===== config.mk =====
export PLATFORM = sky130hd
export DESIGN_NAME = mem_port_arbiter_flat
export DESIGN_NICKNAME = d
export VERILOG_FILES = /design/src/rtl/mem_arb_pkg.sv /design/src/rtl/mem_port_arbiter_if.sv /design/src/rtl/mem_port_arbiter.sv /design/src/flat_wrapper.sv
export SDC_FILE = /design/constraint.sdc
export NUM_CORES = 1
export LEC_CHECK = 0
export ABC_AREA = 1
export BUFFER_PORTS_ARGS = -buffer_cell sky130_fd_sc_hd__buf_2
export CAP_MARGIN = 0
export CORE_ASPECT_RATIO = 0.9
export CORE_MARGIN = 2
export CORE_UTILIZATION = 50
export CTS_BUF_LIST = sky130_fd_sc_hd__clkbuf_2 sky130_fd_sc_hd__clkbuf_4 sky130_fd_sc_hd__clkbuf_8
export CTS_CLUSTER_DIAMETER = 120
export CTS_CLUSTER_SIZE = 16
export DETAILED_ROUTE_END_ITERATION = 6
export PLACE_DENSITY = 0.83
export SLEW_MARGIN = 30
export SYNTH_ARGS = -nofsm -noshare
export SYNTH_HDL_FRONTEND = slang
export SYNTH_SLANG_ARGS = --single-unit

===== constraint.sdc =====
create_clock -name clk -period 4.6 [get_ports clk]
set_input_delay 0.23 -clock clk [delete_from_list [all_inputs] [get_ports clk]]
set_output_delay 0.23 -clock clk [all_outputs]
set_load 0.02 [all_outputs]

===== src/rtl/mem_arb_pkg.sv =====
// Shared types and constants for the IF/MEM memory port arbiter.
//   arb_state_e  : arbiter FSM encoding
//   FULL_BYTE_EN : byte-enable pattern used for instruction fetches
//   cnt_width()  : width needed for a counter that must reach max_val
package mem_arb_pkg;

  typedef enum logic [2:0] {
    IDLE   = 3'd0,
    BUSY_I = 3'd1,
    BUSY_D = 3'd2,
    RESP_I = 3'd3,
    RESP_D = 3'd4
  } arb_state_e;

  localparam logic [3:0] FULL_BYTE_EN = 4'b1111;

  // Width of a counter that counts 0..max_val inclusive (at least 1 bit).
  function automatic int cnt_width(input int max_val);
    return (max_val < 1) ? 1 : $clog2(max_val + 1);
  endfunction

endpackage


===== src/rtl/mem_port_arbiter_if.sv =====
// Bundle of all arbiter-facing signals: fetch port, data port, pipeline
// stall requests, the single-ported memory bus and the error flag.
//   slave  : the arbiter's view
//   master : the surrounding pipeline/memory view
//
// Handshake: a requester raises x_req_i with stable address/data and holds it
// until the one-cycle x_valid_o pulse; mem_req_o is held until mem_ack_i,
// whose cycle also carries mem_rdata_i.
interface mem_port_arbiter_if #(
  parameter int DATA_WIDTH = 32
);
  logic                  if_req_i;
  logic [DATA_WIDTH-1:0] if_addr_i;
  logic [DATA_WIDTH-1:0] if_rdata_o;
  logic                  if_valid_o;
  logic                  d_req_i;
  logic                  d_we_i;
  logic [DATA_WIDTH-1:0] d_addr_i;
  logic [DATA_WIDTH-1:0] d_wdata_i;
  logic [3:0]            d_byte_en_i;
  logic [DATA_WIDTH-1:0] d_rdata_o;
  logic                  d_valid_o;
  logic                  stall_f_o;
  logic                  stall_m_o;
  logic                  mem_req_o;
  logic                  mem_we_o;
  logic [DATA_WIDTH-1:0] mem_addr_o;
  logic [DATA_WIDTH-1:0] mem_wdata_o;
  logic [3:0]            mem_byte_en_o;
  logic                  mem_ack_i;
  logic [DATA_WIDTH-1:0] mem_rdata_i;
  logic                  err_o;

  modport slave (
    input  if_req_i, if_addr_i, d_req_i, d_we_i, d_addr_i, d_wdata_i,
           d_byte_en_i, mem_ack_i, mem_rdata_i,
    output if_rdata_o, if_valid_o, d_rdata_o, d_valid_o, stall_f_o,
           stall_m_o, mem_req_o, mem_we_o, mem_addr_o, mem_wdata_o,
           mem_byte_en_o, err_o
  );

  modport master (
    output if_req_i, if_addr_i, d_req_i, d_we_i, d_addr_i, d_wdata_i,
           d_byte_en_i, mem_ack_i, mem_rdata_i,
    input  if_rdata_o, if_valid_o, d_rdata_o, d_valid_o, stall_f_o,
           stall_m_o, mem_req_o, mem_we_o, mem_addr_o, mem_wdata_o,
           mem_byte_en_o, err_o
  );

endinterface


===== src/rtl/mem_port_arbiter.sv =====
// Arbitrates one single-ported, variable-latency memory between the fetch
// (IF) and load/store (MEM) stages. Data wins ties unless it has already won
// FAIR_LIMIT consecutive grants while a fetch waited. Each access runs
// IDLE -> BUSY_x -> RESP_x; BUSY is bounded by TIMEOUT cycles, after which
// the access completes with zero data and err_o latches until reset.
// Ports:
//   clk, rst  : clock, asynchronous active-high reset
//   bus       : mem_port_arbiter_if.slave (requesters, stalls, memory, err)
//   state_dbg : current FSM state for observation
module mem_port_arbiter
  import mem_arb_pkg::*;
#(
  parameter int DATA_WIDTH = 32,
  parameter int FAIR_LIMIT = 4,
  parameter int TIMEOUT    = 255
) (
  input  logic              clk,
  input  logic              rst,
  mem_port_arbiter_if.slave bus,
  output arb_state_e        state_dbg
);

  localparam int BUSY_W   = cnt_width(TIMEOUT);
  localparam int STREAK_W = cnt_width(FAIR_LIMIT);
  localparam logic [BUSY_W-1:0]   BUSY_MAX   = BUSY_W'(TIMEOUT);
  localparam logic [STREAK_W-1:0] STREAK_MAX = STREAK_W'(FAIR_LIMIT);

  arb_state_e            state, state_next;
  logic [BUSY_W-1:0]     busy_cnt;
  logic [STREAK_W-1:0]   streak_cnt;
  logic                  grant_i, grant_d;
  logic                  timeout;
  logic [DATA_WIDTH-1:0] load_data;

  assign timeout   = (busy_cnt == BUSY_MAX);
  // Stores complete with zero read data regardless of what the memory drives.
  assign load_data = bus.mem_we_o ? '0 : bus.mem_rdata_i;

  assign bus.if_valid_o = (state == RESP_I);
  assign bus.d_valid_o  = (state == RESP_D);
  assign bus.stall_f_o  = bus.if_req_i & ~bus.if_valid_o;
  assign bus.stall_m_o  = bus.d_req_i & ~bus.d_valid_o;
  assign state_dbg      = state;

  always_comb begin
    state_next = state;
    grant_i    = 1'b0;
    grant_d    = 1'b0;
    case (state)
      IDLE: begin
        // A saturated streak hands a tie to the waiting fetch.
        if (bus.d_req_i && !(bus.if_req_i && streak_cnt == STREAK_MAX)) begin
          grant_d    = 1'b1;
          state_next = BUSY_D;
        end else if (bus.if_req_i) begin
          grant_i    = 1'b1;
          state_next = BUSY_I;
        end
      end
      BUSY_I:  if (bus.mem_ack_i || timeout) state_next = RESP_I;
      BUSY_D:  if (bus.mem_ack_i || timeout) state_next = RESP_D;
      RESP_I:  state_next = IDLE;
      RESP_D:  state_next = IDLE;
      default: state_next = IDLE;
    endcase
  end

  always_ff @(posedge clk or posedge rst) begin
    if (rst) begin
      state             <= IDLE;
      busy_cnt          <= '0;
      streak_cnt        <= '0;
      bus.mem_req_o     <= 1'b0;
      bus.mem_we_o      <= 1'b0;
      bus.mem_addr_o    <= '0;
      bus.mem_wdata_o   <= '0;
      bus.mem_byte_en_o <= '0;
      bus.if_rdata_o    <= '0;
      bus.d_rdata_o     <= '0;
      bus.err_o         <= 1'b0;
    end else begin
      state <= state_next;
      case (state)
        IDLE: begin
          if (!bus.if_req_i || grant_i) begin
            streak_cnt <= '0;
          end else if (grant_d && streak_cnt != STREAK_MAX) begin
            streak_cnt <= streak_cnt + STREAK_W'(1);
          end
          if (grant_d) begin
            busy_cnt          <= '0;
            bus.mem_req_o     <= 1'b1;
            bus.mem_we_o      <= bus.d_we_i;
            bus.mem_addr_o    <= bus.d_addr_i;
            bus.mem_wdata_o   <= bus.d_wdata_i;
            bus.mem_byte_en_o <= bus.d_byte_en_i;
          end else if (grant_i) begin
            busy_cnt          <= '0;
            bus.mem_req_o     <= 1'b1;
            bus.mem_we_o      <= 1'b0;
            bus.mem_addr_o    <= bus.if_addr_i;
            bus.mem_wdata_o   <= '0;
            bus.mem_byte_en_o <= FULL_BYTE_EN;
          end
        end
        BUSY_I, BUSY_D: begin
          busy_cnt <= busy_cnt + BUSY_W'(1);
          // An ack in the timeout cycle still delivers real data.
          if (bus.mem_ack_i) begin
            bus.mem_req_o <= 1'b0;
            if (state == BUSY_I) bus.if_rdata_o <= load_data;
            else                 bus.d_rdata_o  <= load_data;
          end else if (timeout) begin
            bus.mem_req_o <= 1'b0;
            bus.err_o     <= 1'b1;
            if (state == BUSY_I) bus.if_rdata_o <= '0;
            else                 bus.d_rdata_o  <= '0;
          end
        end
        default: ;
      endcase
    end
  end

endmodule

===== src/flat_wrapper.sv =====
// flat-port wrapper written by rule: the top's interface ports become plain ports
module mem_port_arbiter_flat import mem_arb_pkg::*;
#(
  parameter int DATA_WIDTH = 32,
  parameter int FAIR_LIMIT = 4,
  parameter int TIMEOUT    = 255
)
  (clk, rst, state_dbg, bus_if_req_i, bus_if_addr_i, bus_d_req_i, bus_d_we_i, bus_d_addr_i, bus_d_wdata_i, bus_d_byte_en_i, bus_mem_ack_i, bus_mem_rdata_i, bus_if_rdata_o, bus_if_valid_o, bus_d_rdata_o, bus_d_valid_o, bus_stall_f_o, bus_stall_m_o, bus_mem_req_o, bus_mem_we_o, bus_mem_addr_o, bus_mem_wdata_o, bus_mem_byte_en_o, bus_err_o);
  mem_port_arbiter_if #(.DATA_WIDTH(DATA_WIDTH)) bus_i ();
  input  logic clk;
  input  logic rst;
  output arb_state_e state_dbg;
  input wire logic [$bits(bus_i.if_req_i)-1:0] bus_if_req_i;
  input wire logic [$bits(bus_i.if_addr_i)-1:0] bus_if_addr_i;
  input wire logic [$bits(bus_i.d_req_i)-1:0] bus_d_req_i;
  input wire logic [$bits(bus_i.d_we_i)-1:0] bus_d_we_i;
  input wire logic [$bits(bus_i.d_addr_i)-1:0] bus_d_addr_i;
  input wire logic [$bits(bus_i.d_wdata_i)-1:0] bus_d_wdata_i;
  input wire logic [$bits(bus_i.d_byte_en_i)-1:0] bus_d_byte_en_i;
  input wire logic [$bits(bus_i.mem_ack_i)-1:0] bus_mem_ack_i;
  input wire logic [$bits(bus_i.mem_rdata_i)-1:0] bus_mem_rdata_i;
  output wire logic [$bits(bus_i.if_rdata_o)-1:0] bus_if_rdata_o;
  output wire logic [$bits(bus_i.if_valid_o)-1:0] bus_if_valid_o;
  output wire logic [$bits(bus_i.d_rdata_o)-1:0] bus_d_rdata_o;
  output wire logic [$bits(bus_i.d_valid_o)-1:0] bus_d_valid_o;
  output wire logic [$bits(bus_i.stall_f_o)-1:0] bus_stall_f_o;
  output wire logic [$bits(bus_i.stall_m_o)-1:0] bus_stall_m_o;
  output wire logic [$bits(bus_i.mem_req_o)-1:0] bus_mem_req_o;
  output wire logic [$bits(bus_i.mem_we_o)-1:0] bus_mem_we_o;
  output wire logic [$bits(bus_i.mem_addr_o)-1:0] bus_mem_addr_o;
  output wire logic [$bits(bus_i.mem_wdata_o)-1:0] bus_mem_wdata_o;
  output wire logic [$bits(bus_i.mem_byte_en_o)-1:0] bus_mem_byte_en_o;
  output wire logic [$bits(bus_i.err_o)-1:0] bus_err_o;
  assign bus_i.if_req_i = bus_if_req_i;
  assign bus_i.if_addr_i = bus_if_addr_i;
  assign bus_i.d_req_i = bus_d_req_i;
  assign bus_i.d_we_i = bus_d_we_i;
  assign bus_i.d_addr_i = bus_d_addr_i;
  assign bus_i.d_wdata_i = bus_d_wdata_i;
  assign bus_i.d_byte_en_i = bus_d_byte_en_i;
  assign bus_i.mem_ack_i = bus_mem_ack_i;
  assign bus_i.mem_rdata_i = bus_mem_rdata_i;
  assign bus_if_rdata_o = bus_i.if_rdata_o;
  assign bus_if_valid_o = bus_i.if_valid_o;
  assign bus_d_rdata_o = bus_i.d_rdata_o;
  assign bus_d_valid_o = bus_i.d_valid_o;
  assign bus_stall_f_o = bus_i.stall_f_o;
  assign bus_stall_m_o = bus_i.stall_m_o;
  assign bus_mem_req_o = bus_i.mem_req_o;
  assign bus_mem_we_o = bus_i.mem_we_o;
  assign bus_mem_addr_o = bus_i.mem_addr_o;
  assign bus_mem_wdata_o = bus_i.mem_wdata_o;
  assign bus_mem_byte_en_o = bus_i.mem_byte_en_o;
  assign bus_err_o = bus_i.err_o;
  mem_port_arbiter #(.DATA_WIDTH(DATA_WIDTH), .FAIR_LIMIT(FAIR_LIMIT), .TIMEOUT(TIMEOUT)) u_core (.clk(clk), .rst(rst), .bus(bus_i), .state_dbg(state_dbg));
endmodule

### Word level (Yosys, flattened, before mapping)

Cells that the tools add are included.

| operators by class | value |
|---|---|
| $add $sub $neg | 2 |
| bitwise logic cells | 6 |
| eq/ne operators | 12 |
| muxes and demuxes | 37 |
| reduce and logical (&&, ||, !) cells | 21 |

Operators by type and width:

| cell | count |
|---|---|
| $mux 32 | 13 |
| $mux 3 | 6 |
| $mux 8 | 2 |
| $pmux 8 s2 | 1 |
| $reduce_and 3->1 | 5 |
| $mux 1 | 11 |
| $pmux 3 s3 | 1 |
| $add 8x1->8 const B | 1 |
| $eq 8x8->1 const B | 1 |
| $mux 4 | 2 |
| $reduce_bool 2->1 | 4 |
| $eq 3x2->1 const B | 2 |
| $eq 3x3->1 const B | 2 |
| $ne 3x2->1 const B | 2 |
| $reduce_and 2->1 | 3 |
| $ne 2x1->1 const B | 2 |
| $not 1->1 | 4 |
| $add 3x1->3 const B | 1 |
| $eq 3x1->1 const B | 1 |
| $logic_and 1x1->1 | 3 |
| $logic_not 3->1 | 1 |
| $ne 3x1->1 const B | 1 |
| $ne 3x3->1 const B | 1 |
| $and 1x1->1 | 2 |
| other kinds (4) | 6 |

| storage, ports and cells | value |
|---|---|
| output and inout port bits | 142 |
| bits in registers | 149 |
| word-level logic and storage cells | 89 |

### Depth between registers and ports, before layout

Gate-level depths: netlist of the first run.

| logic depth | value |
|---|---|
| word-level depth | 9 |
| mapped depth | 10 |

### Worst setup path before layout of the first run

Ideal clock, no wire load.

| timing path | value |
|---|---|
| kind | reg2out |
| from | register u_core.state[2], in the netlist u_core.state_dbg[2] |
| to | output port bus_stall_m_o |
| buffers on the path | 0 |
| data required time | 4370 ps |
| slack | 2953 ps |
| arrival | 1417 ps |
| cell stages (with the launch flop) | 4 |
| cell sequence | dfrtp_1 -> inv_1 -> nor3_1 -> nor2_1 |

| between the ends | value |
|---|---|
| longest elaborated chain between the ends | 3 |

Ends and longest elaborated chain:

| item | line | text |
|---|---|---|
| start, declared | mem_port_arbiter.sv:28 | `arb_state_e state, state_next;` |
| start signal, assigned | mem_port_arbiter.sv:82 | `state <= state_next;` |
| $eq 3x3->1 | mem_port_arbiter.sv:40 | `assign bus.d_valid_o = (state == RESP_D);` |
| named net bus_d_valid_o | flat_wrapper.sv:25 | `output wire logic [$bits(bus_i.d_valid_o)-1:0] bus_d_valid_o;` |
| $not 1->1 | mem_port_arbiter.sv:42 | `assign bus.stall_m_o = bus.d_req_i & ~bus.d_valid_o;` |
| $and 1x1->1 | mem_port_arbiter.sv:42 |  |
| end, declared | flat_wrapper.sv:27 | `output wire logic [$bits(bus_i.stall_m_o)-1:0] bus_stall_m_o;` |

The timed path passes the listed nets, and every way through them passes these cells.

### Worst setup path after layout of the first run

| timing path | value |
|---|---|
| from | register u_core.streak_cnt[0] |
| to | register u_core.bus.mem_addr_o[22] (netlist bit) |

| between the ends | value |
|---|---|
| longest elaborated chain between the ends | 8 |

Ends and longest elaborated chain:

| item | line | text |
|---|---|---|
| start, declared | mem_port_arbiter.sv:30 | `logic [STREAK_W-1:0] streak_cnt;` |
| start signal, assigned | mem_port_arbiter.sv:88 | `streak_cnt <= streak_cnt + STREAK_W'(1);` |
| $eq 3x3->1 * | mem_port_arbiter.sv:52 | `if (bus.d_req_i && !(bus.if_req_i && streak_cnt == STREAK_MAX)) begin` |
| $logic_and 1x1->1 * | mem_port_arbiter.sv:52 |  |
| $logic_not 1->1 * | mem_port_arbiter.sv:52 |  |
| $logic_and 1x1->1 * | mem_port_arbiter.sv:52 |  |
| $mux 1 | mem_port_arbiter.sv:52 |  |
| $mux 1 | mem_port_arbiter.sv:49 | `case (state)` |
| $reduce_bool 2->1 (no source line) | -- |  |
| $reduce_and 2->1 (no source line) | -- |  |
| end signal, assigned | mem_port_arbiter.sv:94 | `bus.mem_addr_o <= bus.d_addr_i;` |
| end signal, assigned | mem_port_arbiter.sv:101 | `bus.mem_addr_o <= bus.if_addr_i;` |
| end, declared | mem_port_arbiter_if.sv:38 | `stall_m_o, mem_req_o, mem_we_o, mem_addr_o, mem_wdata_o,` |

Mark *: on every way between the ends. The rest lies on a longest branch, timed or not.
A chain may end at the register's enable or synchronous reset.

==> flow_summary.toml, run 1 <==
[clock_network]
clock_path_buffers = 2
clk_latency_ns = 0.44
cts_made_buffers = 17
clk_pin_slew_ns = 0.08
cts.sinks = 149
cts_tree = "yes"
cts_root_buffer = "clkbuf_8"
h-tree-depth = 4

[synth]
ys_async_sr_fraction = 1.00
synth-seq-cells = 149
synth_edf_count = 0
synth_cell_types = 29
synth_nets = 936
syn_area_mm2 = 0.00659
ys_warn_count = 0
avgSynthCellArea_um2 = 8.29
netlist_instances = 795
yosysSeqAreaShare = 0.566
ys.flop_type = "dfrtp_1"

[final_layout]
layout-drive-gt1-share = 0.300
nets = 1248
final_util = 0.695
diodes = 0
n_fill_cell = 959
areaGrowthSynthToFinish_pct = 34.8

[global_routing]
grt_pass1_vias = 6258
grtUsageTotal = 0.274
gr-total-overflow = 0
antenna_found_initial = 0
grt_max_degree = 111
grt_pass1_wl_um = 30900

[power_and_ir_drop]
p_leak_nw = 5.11
p_seq_frac = 0.369
clkPwrFrac = 0.183
p_int_mw = 3.23
powerDensity_mw_per_mm2 = 657
max-vdd-ir-drop_uv = 378
swShare = 0.447
p_switching_mw = 2.61
pwr-share-comb = 0.449

[timing]
hold_viol_final = 0
period_share = 0.500
fmax_ghz = 0.435
slew_viol_final = 0
rsz0062_at_grt = "no"
clock_skew_ns = 0.0130
tns_ns = 0
period_needed_ns = 2.30
finalSetupViolCount = 0
worst_pin_slew_ns = 0.917
relSlewSlack = 0.385

[setup_path]
crit_type = "flip-flop to flip-flop"
worstPathMaxFanout = 32
crit_top_cell = "nor2_1"
cp.required_ns = 4.96
critPathLaunchType = "flip-flop"
max_stage_delay_ns = 0.45
arrival_ns = 2.66
cp_top_family = "buffers and inverters"
cpMaxStageDelayCell = "inv_2"
cp-end-kind = "flip-flop"
critPathBufInv = 3
crit_chain = "inv_1 > ha_1 > nand3_1 > nand2_1 > buf_4 > nor2_4 > inv_2 > nor2_1 > nor2_1"

[flow_run]
max_cap_violations = 0

[floorplan]
io_pins = 280
initial_core_util = 0.515
dieArea_mm2 = 0.0141
fp.dieW_um = 125
die_h_um = 113
fp-row-count = 39
core_area_mm2 = 0.0128

[route]
drt-vias-per-instance = 5.04
wirelength_um = 19200
wl_met1_um = 7270
vias = 6454
routed-wl-met3_um = 1780
firstDrtPassIters = 6
wl_per_cell_um = 15.0
ant_nets = 0
dr.max_layer_used = "met4"
drt_iter0_markers = 455
wl_met2_um = 9680
drcViolationCount = 0

[placement]
place_congestion = 0.849
port_buffers = 279
dpl.hpwl_um = 11900

[status]
outcome = "finished clean"

[hold_path]
worstHoldPathType = "primary input to flip-flop"
[tightest hold or removal path, stage by stage]
cell and delay, ns:
buf_2 0.07, nor2_1 0.04, nor2_1 0.09
[cell usage in the layout, fill, tap and decap left out]
cell,netlist,layout
buf_2,20,279
dlygate4sd3_1,0,48
dfrtp_1,149,149
nor3_1,2,2
or2_2,1,1
clkbuf_8,0,21
a21oi_4,1,1
nand2_1,296,296
nor3_2,1,1
nor2_4,2,2
a21oi_1,2,2
o21ai_0,41,41
buf_4,1,6
clkinv_1,1,1
nor2_2,2,3
inv_2,2,2
nand4_1,34,34
inv_1,85,84
inv_8,0,1
nand3_1,16,16
o31ai_1,1,1
o21bai_1,1,1
ha_1,3,3
clkinv_2,0,2
nand2_2,3,3
nand2_4,3,3
o21ai_2,4,4
o21ai_1,35,35
clkinvlp_4,0,1
nor2_1,70,69
clkinv_4,0,2
bufinv_16,0,3
[kinds of logic after synthesis]
kind of cell    count (synthesis)  share of synthesized area
simple gates                  430                      0.270
fa+ha+maj                       3                    0.00570
buf+inv                       128                     0.0889
compound gates                 85                     0.0693
flops                         149                      0.566
[repair_timing]
action | CTS | global route
hold endpoints to repair | 47 | 54
resized for setup | 0 | 0
setup buffers | 0 | 0
hold buffers | 47 | 1
[power groups by stage]
| stage | clock network (mW) | logic, mW | registers [mW] |
|---|---|---|---|
| after CTS | 1.08 | 2.59 | 2.14 |
| after global routing | 1.15 | 2.88 | 2.21 |
| after floorplan | 0 | 1.12 | 2.76 |
| after detailed placement | 0 | 2.56 | 2.14 |
| after global placement | 0 | 2.48 | 2.13 |
| final | 1.07 | 2.62 | 2.15 |
[worst paths after layout]
| path | startpoint | endpoint | slack (ns) | cells after the start |
|---|---|---|---|---|
| setup reg to reg | u_core.streak_cnt[0] | u_core.bus.mem_addr_o[22] | 2.30 | 9 |
| max in group asynchronous | rst | u_core.bus.if_rdata_o[23] | 3.06 | 4 |
| hold / removal | bus_d_addr_i[9] | u_core.bus.mem_addr_o[9] | 0.03 | 3 |
| setup / recovery | u_core.streak_cnt[0] | u_core.bus.mem_addr_o[22] | 2.30 | 9 |
| min in group asynchronous | rst | u_core.bus.d_rdata_o[16] | 0.49 | 3 |
| hold reg to reg | u_core.bus.mem_wdata_o[7] | u_core.bus.mem_wdata_o[7] | 0.47 | 2 |
[state kept, by name (all words and copies together) (netlist names), 3 cells and up]
register                  cells
u_core.bus.if_rdata_o        32
u_core.bus.d_rdata_o         32
u_core.bus.mem_wdata_o       32
u_core.busy_cnt               8
u_core.state_dbg              3
u_core.bus.mem_addr_o        32
u_core.bus.mem_byte_en_o      4
u_core.streak_cnt             3
[stage by stage]
step | total power [mW] | cell area, µm² | cells | setup WS [ns] | hold WS, ns
6_report | 5.84 | 8880 | 1281 | 2.30 | 0.0303
5_1_grt | 6.24 | 8880 | 1281 | 2.12 | 0.00647
4_1_cts | 5.81 | 8870 | 1280 | 2.34 | 0.000271
3_5_place_dp | 4.70 | 7990 | 1204 | 2.21 | 0.434
3_3_place_gp | 4.61 | 7990 | 1204 | 2.27 | 0.429
2_1_floorplan | 3.88 | 6590 | 795 | 0.362 | 0.347
[metal layers]
layer | global-route usage | vias up
met3 | 0.0799 | 39
met2 | 0.468 | 358
met1 | 0.333 | 2972
met4 | 0.103 | 0
li1 | - | 3085
met5 | 0 | -
[cell type report]
type | instances | area, µm² | share of cell area
Tap cell | 164 | 205 | 0.0231
Clock inverter | 8 | 125 | 0.0141
Sequential cell | 149 | 3730 | 0.420
Multi-Input combinational cell | 518 | 2280 | 0.256
Clock buffer | 21 | 289 | 0.0325
Inverter | 88 | 338 | 0.0380
Timing Repair Buffer | 333 | 1920 | 0.216
[cells in the mapped netlist, types with 3 or more instances]
| cell type | number | area (µm²) |
|---|---|---|
| buf_6 | 10 | 113 |
| nand4_1 | 34 | 213 |
| o21ai_2 | 4 | 35.0 |
| inv_1 | 85 | 319 |
| nand3_1 | 16 | 80.1 |
| ha_1 | 3 | 37.5 |
| nand2_4 | 3 | 33.8 |
| o21ai_0 | 41 | 205 |
| dfrtp_1 | 149 | 3730 |
| nand2_1 | 296 | 1110 |
| buf_2 | 20 | 100 |
| nand2_2 | 3 | 18.8 |
| o21ai_1 | 35 | 175 |
| clkbuf_1 | 6 | 22.5 |
| nor2_1 | 70 | 263 |
No activity file was read; power rests on OpenSTA's default activity.
==> inputs of run 2 (changes only) <==
Settings changed: CORE_UTILIZATION 50 to 45, PLACE_DENSITY 0.83 to 0.79.
Clock period 4.6 ns to 2.1 ns, I/O delays scaled along.
==> flow_summary.toml, run 2 (synthesis results as in run 1) <==
[setup_path]
cpMaxStageDelayCell = "dfrtp_1"
cp-end-kind = "flip-flop"
r2r_cells = 9
arrival_ns = 2.26
startpoint = "u_core.streak_cnt[0]"
crit_top_cell = "nor2_1"
crit_chain = "inv_1 > ha_1 > nand3_1 > nand2_1 > nor2_4 > inv_2 > buf_4 > nor2_1 > nor2_1"
max_stage_delay_ns = 0.39
cp_top_family = "simple AND/OR/NAND/NOR gates"
worstPathMaxFanout = 30
r2r-end = "u_core.bus.mem_addr_o[2]"
r2r-start = "u_core.streak_cnt[0]"
critPathLaunchType = "flip-flop"
crit_type = "flip-flop to flip-flop"
critPathBufInv = 3
reg2reg_slack_ns = 0.19
cp.required_ns = 2.45

[hold_path]
min_path_cells = 4
holdCritStartpoint = "bus_mem_ack_i"
worstHoldPathType = "primary input to flip-flop"
holdPathEnd = "u_core.state_dbg[1]"

[timing]
finalSetupViolCount = 0
slew_viol_final = 0
rsz0062_at_grt = "no"
period_share = 0.911
tns_ns = 0
fmax_ghz = 0.523
hold_viol_final = 0
worst_pin_slew_ns = 0.589
relSlewSlack = 0.607
holdWs_ns = 0.0488
clock_skew_ns = 0.0147
period_needed_ns = 1.91

[clock_network]
clk_latency_ns = 0.44
cts.sinks = 149
clk_pin_slew_ns = 0.08
clock_path_buffers = 2
cts_made_buffers = 17
cts_tree = "yes"
h-tree-depth = 4
cts_root_buffer = "clkbuf_8"

[flow_run]
max_cap_violations = 0

[global_routing]
antenna_found_initial = 0
gr-total-overflow = 0
grtUsageTotal = 0.279
grt_pass1_vias = 6950
grt_pass1_wl_um = 35000
grt_max_degree = 78

[final_layout]
areaGrowthSynthToFinish_pct = 49.7
nets = 1335
diodes = 0
final_cell_mix = "296 x nand2_1, 279 x buf_2, 149 x dfrtp_1, 129 x dlygate4sd3_1, 84 x inv_1"
multiInputGateArea_mm2 = 0.00228
layout-drive-gt1-share = 0.284
mostFrequentLayoutCell = "nand2_1"
n_fill_cell = 991
seq_area_mm2 = 0.00373

[floorplan]
initial_core_util = 0.465
die_h_um = 119
fp.dieW_um = 132
io_pins = 280
fp-row-count = 41
core_area_mm2 = 0.0142
dieArea_mm2 = 0.0156

[status]
outcome = "finished clean"

[route]
wirelength_um = 21400
drt-vias-per-instance = 4.97
drcViolationCount = 0
wl_per_cell_um = 15.3
vias = 6947
drt_iter0_markers = 507
ant_nets = 0
firstDrtPassIters = 5

[placement]
port_buffers = 279
dpl.hpwl_um = 12000
place_congestion = 0.816

[power_and_ir_drop]
powerDensity_mw_per_mm2 = 1350
max-vdd-ir-drop_uv = 784
p_leak_nw = 5.51
-- run 2: cell types whose count changed in the layout (fill, tap and decap cells not counted), sizes merged --
cell | previous run | this run
dlygate4sd3 | 48 | 129
buf | 285 | 291
bufinv | 3 | 5
clkbuf | 21 | 19
inv | 87 | 88
-- run 2: metal layers --
metal,vias to the layer above,global-route usage,wire (µm)
met5,-,0,0
met4,0,0.121,737
met3,54,0.0772,1970
met2,416,0.467,10300
met1,3210,0.340,8380
li1,3267,-,-
-- run 2: per-stage QoR --
step                      setup WS [ns]  utilization  instances  total power [mW]  cell area [µm²]
final                             0.186        0.697       1398              13.3             9860
after global routing             0.0592        0.697       1398              14.1             9860
after CTS                         0.307        0.697       1398              13.2             9860
after detailed placement          0.287        0.573       1239              10.4             8120
after global placement            0.388        0.573       1239              10.3             8120
after floorplan                   0.120            -        795              8.50             6590
-- run 2: how the worst max path moves through the flow --
stage | end | slack (ns) | depth (start not counted)
final | u_core.bus.mem_addr_o[2] | 0.19 | 9
after global routing | u_core.bus.mem_addr_o[2] | 0.06 | 9
after CTS | u_core.bus.if_rdata_o[28] | 0.31 | 7
after detailed placement | u_core.bus.if_rdata_o[28] | 0.29 | 7
after global placement | u_core.bus.mem_addr_o[31] | 0.39 | 8
after floorplan | u_core.bus.d_rdata_o[0] | 0.12 | 1
-- run 2: repair_timing --
item / in CTS / in global routing
resized for setup: 0 / 0
endpoints found under the hold margin: 151 / 0
hold buffers: 129 / 0
buffers inserted: 0 / 0
-- run 2: power breakdown --
group          switching, mW  leakage, nW  internal (mW)
registers              0.717         1.89           4.02
clock network           1.09        0.230           1.46
logic                   4.07         3.40           1.94
total                   5.88         5.51           7.42
-- run 2: cell type report --
class                           count  share of cell area
Timing Repair Buffer              420               0.287
Sequential cell                   149               0.378
Clock buffer                       19              0.0259
Multi-Input combinational cell    518               0.231
Tap cell                          193              0.0245
Inverter                           88              0.0339
Clock inverter                     11              0.0202
-- run 2: worst register-to-register path, delay by kind of cell (launching register included) --
| kind | cells | cell delay (ns) |
|---|---|---|
| adders and majority gates | 1 | 0.16 |
| buffers and inverters | 3 | 0.52 |
| and+or+nand+nor | 5 | 0.76 |
| DFF | 1 | 0.39 |
